**config.mk**
```make
export PLATFORM = sky130hd
export DESIGN_NAME = rx_downsampler
export DESIGN_NICKNAME = d
export VERILOG_FILES = /design/src/rtl/rx_downsampler.sv
export SDC_FILE = /design/constraint.sdc
export NUM_CORES = 1
export LEC_CHECK = 0
export ABC_AREA = 1
export ABC_CLOCK_PERIOD_IN_PS = 5000
export CAP_MARGIN = 30
export CORE_MARGIN = 3
export CORE_UTILIZATION = 61
export CTS_CLUSTER_DIAMETER = 60
export DETAILED_ROUTE_END_ITERATION = 6
export PLACE_DENSITY = 0.82
export SYNTH_ARGS = -nofsm -noshare
export SYNTH_HDL_FRONTEND = slang
export SYNTH_SLANG_ARGS = --single-unit
```
**constraint.sdc**
```tcl
create_clock -name clk -period 5 [get_ports clk]
set_clock_uncertainty 0.15 [all_clocks]
set_input_delay 1 -clock clk [delete_from_list [all_inputs] [get_ports clk]]
set_output_delay 1 -clock clk [all_outputs]
set_load 0.03 [all_outputs]
```
**src/rtl/rx_downsampler.sv**
```systemverilog
// rx_downsampler: receive-side I/Q decimator (x2/4/8/16, pick-first or boxcar
// average, or 1:1 bypass) feeding a show-ahead output FIFO drained by valid/ready.
module rx_downsampler #(
  parameter int FIFO_DEPTH = 8,
  parameter int ACC_W      = 20
) (
  input  logic        clk,
  input  logic        rst_n,
  input  logic [15:0] rx_data_i,
  input  logic [15:0] rx_data_q,
  input  logic        rx_data_valid,
  input  logic [1:0]  downsampling_factor,
  input  logic        bypass_enable,
  input  logic        downsample_mode,
  output logic [15:0] dn_data_i,
  output logic [15:0] dn_data_q,
  output logic        dn_data_valid,
  input  logic        dn_data_ready,
  output logic [7:0]  sample_count,
  output logic [3:0]  buffer_level,
  output logic        overflow
);

  localparam int PW = $clog2(FIFO_DEPTH);
  localparam int LW = $clog2(FIFO_DEPTH + 1);

  // stream / group state
  logic                    r_active;
  logic                    r_byp;
  logic                    r_mode;
  logic [1:0]              r_fac;
  logic [3:0]              r_phase;
  logic signed [ACC_W-1:0] r_acc_i;
  logic signed [ACC_W-1:0] r_acc_q;

  // fifo state
  logic [15:0]   r_mem_i [FIFO_DEPTH];
  logic [15:0]   r_mem_q [FIFO_DEPTH];
  logic [PW-1:0] r_wr;
  logic [PW-1:0] r_rd;
  logic [LW-1:0] r_level;
  logic [7:0]    r_cnt;
  logic          r_ovf;

  logic                    w_byp;
  logic                    w_start;
  logic [1:0]              w_fac;
  logic                    w_mode;
  logic [2:0]              w_shift;
  logic [3:0]              w_last_ph;
  logic                    w_last;
  logic signed [ACC_W-1:0] w_sx_i;
  logic signed [ACC_W-1:0] w_sx_q;
  logic signed [ACC_W-1:0] w_sum_i;
  logic signed [ACC_W-1:0] w_sum_q;
  logic [15:0]             w_avg_i;
  logic [15:0]             w_avg_q;
  logic                    w_push;
  logic [15:0]             w_push_i;
  logic [15:0]             w_push_q;
  logic                    w_pop;
  logic                    w_full;
  logic                    w_wr_ok;

  // The stream-start cycle has no latched bypass yet, so it uses the live input.
  assign w_byp     = r_active ? r_byp : bypass_enable;
  // At phase 0 the group config is being latched this edge; use the live inputs.
  assign w_start   = (r_phase == 4'd0);
  assign w_fac     = w_start ? downsampling_factor : r_fac;
  assign w_mode    = w_start ? downsample_mode : r_mode;
  assign w_shift   = {1'b0, w_fac} + 3'd1;
  assign w_last_ph = 4'((5'd2 << w_fac) - 5'd1);
  assign w_last    = (r_phase == w_last_ph);

  assign w_sx_i  = {{(ACC_W-16){rx_data_i[15]}}, rx_data_i};
  assign w_sx_q  = {{(ACC_W-16){rx_data_q[15]}}, rx_data_q};
  assign w_sum_i = r_acc_i + w_sx_i;
  assign w_sum_q = r_acc_q + w_sx_q;
  // Arithmetic shift floors; a mean of 16-bit samples always fits in 16 bits.
  assign w_avg_i = 16'(w_sum_i >>> w_shift);
  assign w_avg_q = 16'(w_sum_q >>> w_shift);

  assign w_push   = rx_data_valid && (w_byp || w_last);
  // Pick-first keeps the phase-0 sample in the accumulator untouched.
  assign w_push_i = w_byp ? rx_data_i : (w_mode ? w_avg_i : r_acc_i[15:0]);
  assign w_push_q = w_byp ? rx_data_q : (w_mode ? w_avg_q : r_acc_q[15:0]);

  assign w_pop   = (r_level != '0) && dn_data_ready;
  assign w_full  = (r_level == LW'(FIFO_DEPTH));
  // A push into a full fifo still lands if the head leaves the same cycle.
  assign w_wr_ok = w_push && (!w_full || w_pop);

  // Stream tracking, group config latch, phase counter and accumulators.
  always_ff @(posedge clk or negedge rst_n) begin
    if (!rst_n) begin
      r_active <= 1'b0;
      r_byp    <= 1'b0;
      r_mode   <= 1'b0;
      r_fac    <= 2'd0;
      r_phase  <= 4'd0;
      r_acc_i  <= '0;
      r_acc_q  <= '0;
    end else begin
      if (!r_active && rx_data_valid) begin
        r_active <= 1'b1;
        r_byp    <= bypass_enable;
      end else if (r_active && !rx_data_valid && w_start && r_level == '0) begin
        r_active <= 1'b0;
      end
      if (rx_data_valid && !w_byp) begin
        if (w_start) begin
          r_fac   <= downsampling_factor;
          r_mode  <= downsample_mode;
          r_acc_i <= w_sx_i;
          r_acc_q <= w_sx_q;
        end else if (r_mode) begin
          r_acc_i <= w_sum_i;
          r_acc_q <= w_sum_q;
        end
        r_phase <= w_last ? 4'd0 : r_phase + 4'd1;
      end
    end
  end

  // FIFO storage; contents are only observable through the occupancy gate.
  always_ff @(posedge clk) begin
    if (w_wr_ok) begin
      r_mem_i[r_wr] <= w_push_i;
      r_mem_q[r_wr] <= w_push_q;
    end
  end

  // FIFO pointers, occupancy, push counter and sticky overflow.
  always_ff @(posedge clk or negedge rst_n) begin
    if (!rst_n) begin
      r_wr    <= '0;
      r_rd    <= '0;
      r_level <= '0;
      r_cnt   <= 8'd0;
      r_ovf   <= 1'b0;
    end else begin
      if (w_wr_ok) begin
        r_wr  <= r_wr + 1'b1;
        r_cnt <= r_cnt + 8'd1;
      end
      if (w_pop)
        r_rd <= r_rd + 1'b1;
      case ({w_wr_ok, w_pop})
        2'b10:   r_level <= r_level + 1'b1;
        2'b01:   r_level <= r_level - 1'b1;
        default: r_level <= r_level;
      endcase
      if (w_push && w_full && !w_pop)
        r_ovf <= 1'b1;
    end
  end

  assign dn_data_valid = (r_level != '0);
  assign dn_data_i     = dn_data_valid ? r_mem_i[r_rd] : 16'd0;
  assign dn_data_q     = dn_data_valid ? r_mem_q[r_rd] : 16'd0;
  assign sample_count  = r_cnt;
  assign buffer_level  = 4'(r_level);
  assign overflow      = r_ovf;

endmodule

```
==> out/results.txt <==
Crit end category - primary output
Final antenna-violating net count - 0
Critical Path Start - r_rd[0]$_DFFE_PN0P_
DR pass1 iterations - 5
Initial DRC count - 1675
WS Path Type - reg2out
CTS tree - done
Max-slew violations - 0
RSZ-0062 raised after global routing - false
Design area - 0.02015 sq mm
Top cell type's share of synthesized area - 43.68%
Sequential fraction of the synthesis area - 53.35%
Routed len/inst - 19.41 um
Rows - 61
Wirelength, routed - 48.46 mm
Die Wd - 175.9 um
Largest net degree at the start of global routing - 95
CTS H-Tree Depth - 2
Global route overflow - 0
Vias per std cell - 6.103
Clock Sinks - 324
Layout net count - 2182
Final Hold Viols - 0
Dpl hpwl - 32.33 mm
Syn. warnings - 0
Worst Tran Pin Value - 911.6 ps
Total track usage - 30.95%
Setup violations, final - 0
Post-synth top area cell - edfxtp_1
Cell count after synthesis - 2029
CTS clk-pin slew, worst paths - 60 ps
Post-CTS Hold Fix Bufs - 0
DRC - 0
Fin Setup TNS - 0 ps
Die area - 0.03092 sq mm
Post_cts resized - 0
Max Cap Viol - 0
Required @ worst endpoint - 3850 ps
Initial Util - 62.66%
Synth unique cells - 40
Antenna diodes - 0
Share of layout cells above drive strength 1 - 6.418%
I/O pin count - 86
#FFs+latches synth - 324
Layout Area Growth over Synthesis - 14.50%
Top cells by area, synth - edfxtp_1 (44%), dfrtp_1 (9.7%), o21ai_0 (6.9%), nand2_1 (6.8%), nand3_1 (6.7%)
Hold_ws - 216.5 ps
Final period util - 89.24%
Vias post-DR - 15238
CORE AREA - 0.02809 sq mm
Placement Cell Area - 0.01897 sq mm
Clk buf depth - 3
Clk root buf - clkbuf_16
Antenna violations before repair - 0
Synthesized Nets - 2120
Slew HR - 39.16%
Outcome - finished, final reports clean
RD Place Congestion - 0.9768
Number of global-route vias before repair - 14398
R2r setup slk - 1260 ps
Nature of the critical path startpoint - flip-flop
First-pass GRT wire length - 76.04 mm
I/O Buffers - 85
Min Tclk post-route - 4462 ps
Die height - 175.9 um
Crit Path Max Fanout - 42
Post-CTS Setup Inserts - 0
RR Startpoint - r_phase[1]$_DFFE_PN0P_
Clock Latency Late Sink - 510 ps
CTS Buf Count - 37
Reg2reg path depth - 16
Peak Freq - 224.1 MHz
CP arrival - 3310 ps
Hold Crit Class - in2async
Syn Area/Cell - 8.673 sq um
Worst reg2reg path endpoint - r_mem_q[4][9]$_DFFE_PP_
Cell area after synthesis - 0.01760 sq mm
through the flow:
stage | util [%] | worst slack, ps | instances
after global routing | 71.74 | 411.2 | 2497
after detailed placement | 67.55 | 571.6 | 2429
after floorplan | - | 289.6 | 2029
final | 71.74 | 538.2 | 2497
after CTS | 71.65 | 565.4 | 2496
after global placement | 67.55 | 666.3 | 2429
layer usage:
layer / GRT usage [%] / part of all wire [%] / up-vias
li1: - / - / 7140
met1: 44.66 / 41 / 7147
met2: 48.83 / 46 / 843
met3: 5.102 / 10 / 108
met4: 9.205 / 2.5 / 0
met5: 0 / 0 / -
cell usage in the layout, fill, tap and decap left out, drive strengths merged:
cell type,count
clkdlybuf4s50,84
buf,40
nor3,12
a31o,1
xnor2,13
o21bai,2
xor2,12
nand4,17
o211ai,32
or2,2
inv,203
a31oi,51
bufinv,1
clkinvlp,5
nand2,321
and2,1
o21ai,245
a22oi,2
a21oi,59
nor2,308
nand3,237
nor4,3
clkbuf,43
clkinv,13
o22ai,37
dfrtp,68
ha,48
edfxtp,256
fa,3
kinds of logic (layout without fill, tap and decap cells):
logic type | count (synthesis) | count (layout) | share of synthesized area, %
and+or+nand+nor | 901 | 901 | 21.60
AOI/OAI and AO/OA | 429 | 429 | 13.51
DFF | 324 | 324 | 53.35
buffers and inverters | 299 | 389 | 6.541
adders and majority gates | 51 | 51 | 3.754
xor gates and xnor gates | 25 | 25 | 1.244
registers in the layout, summed over array words and instances (netlist names):
name / count
buffer_level: 4
overflow: 1
r_acc_i: 20
r_acc_q: 20
r_active: 1
r_byp: 1
r_fac: 2
r_mem_i: 128
r_mem_q: 128
r_mode: 1
r_phase: 4
r_rd: 3
r_wr: 3
sample_count: 8
Yosys cell counts:
cell,instances
clkinv_1,1
o21ai_1,1
nor3_1,12
clkbuf_1,82
or2_1,1
edfxtp_1,256
o211ai_1,32
o21bai_1,2
o21ai_2,2
buf_4,4
buf_1,9
a31oi_1,51
a31o_2,1
xor2_1,12
or2_4,1
a21oi_4,1
nand4_2,1
ha_1,48
nand3_1,236
nand2_2,3
buf_6,1
and2_1,1
inv_2,8
dfrtp_1,68
nand4_1,16
xnor2_1,13
nor2_8,1
a21oi_2,2
nand3_4,1
o21ai_0,242
nor2_2,2
a22oi_1,2
o22ai_1,37
nand2_1,318
inv_1,189
nor4_1,3
buf_2,5
fa_1,3
a21oi_1,56
nor2_1,305
worst max path at each step:
stage,end,slack [ps],depth (start not counted)
finish,dn_data_q[13],540,6
global route,dn_data_i[10],410,6
CTS,dn_data_q[9],570,6
detailed placement,r_mem_q[4][10]$_DFFE_PP_,570,15
global placement,r_mem_q[5][11]$_DFFE_PP_,670,14
floorplan,r_mem_i[0][0]$_DFFE_PP_,290,15
worst max-delay path, cell delays in order, from the launching register on:
cell	delay, ps
dfrtp_4	730
buf_4	420
o21ai_0	160
o22ai_1	210
o21ai_0	90
a31oi_1	390
clkdlybuf4s50_1	760
area by class of cell:
class	count	area [sq um]
flip-flops and latches	324	9394
fillers	2136	7936
multi-input cells	1406	7141
repair buffers	124	1249
clock buffers	43	968.4
inverters	198	743.2
well taps	378	473.0
clock inverters	24	182.7
Power is not shown: default switching activity piles up to over one toggle a cycle in this logic, so the estimate is an artifact.
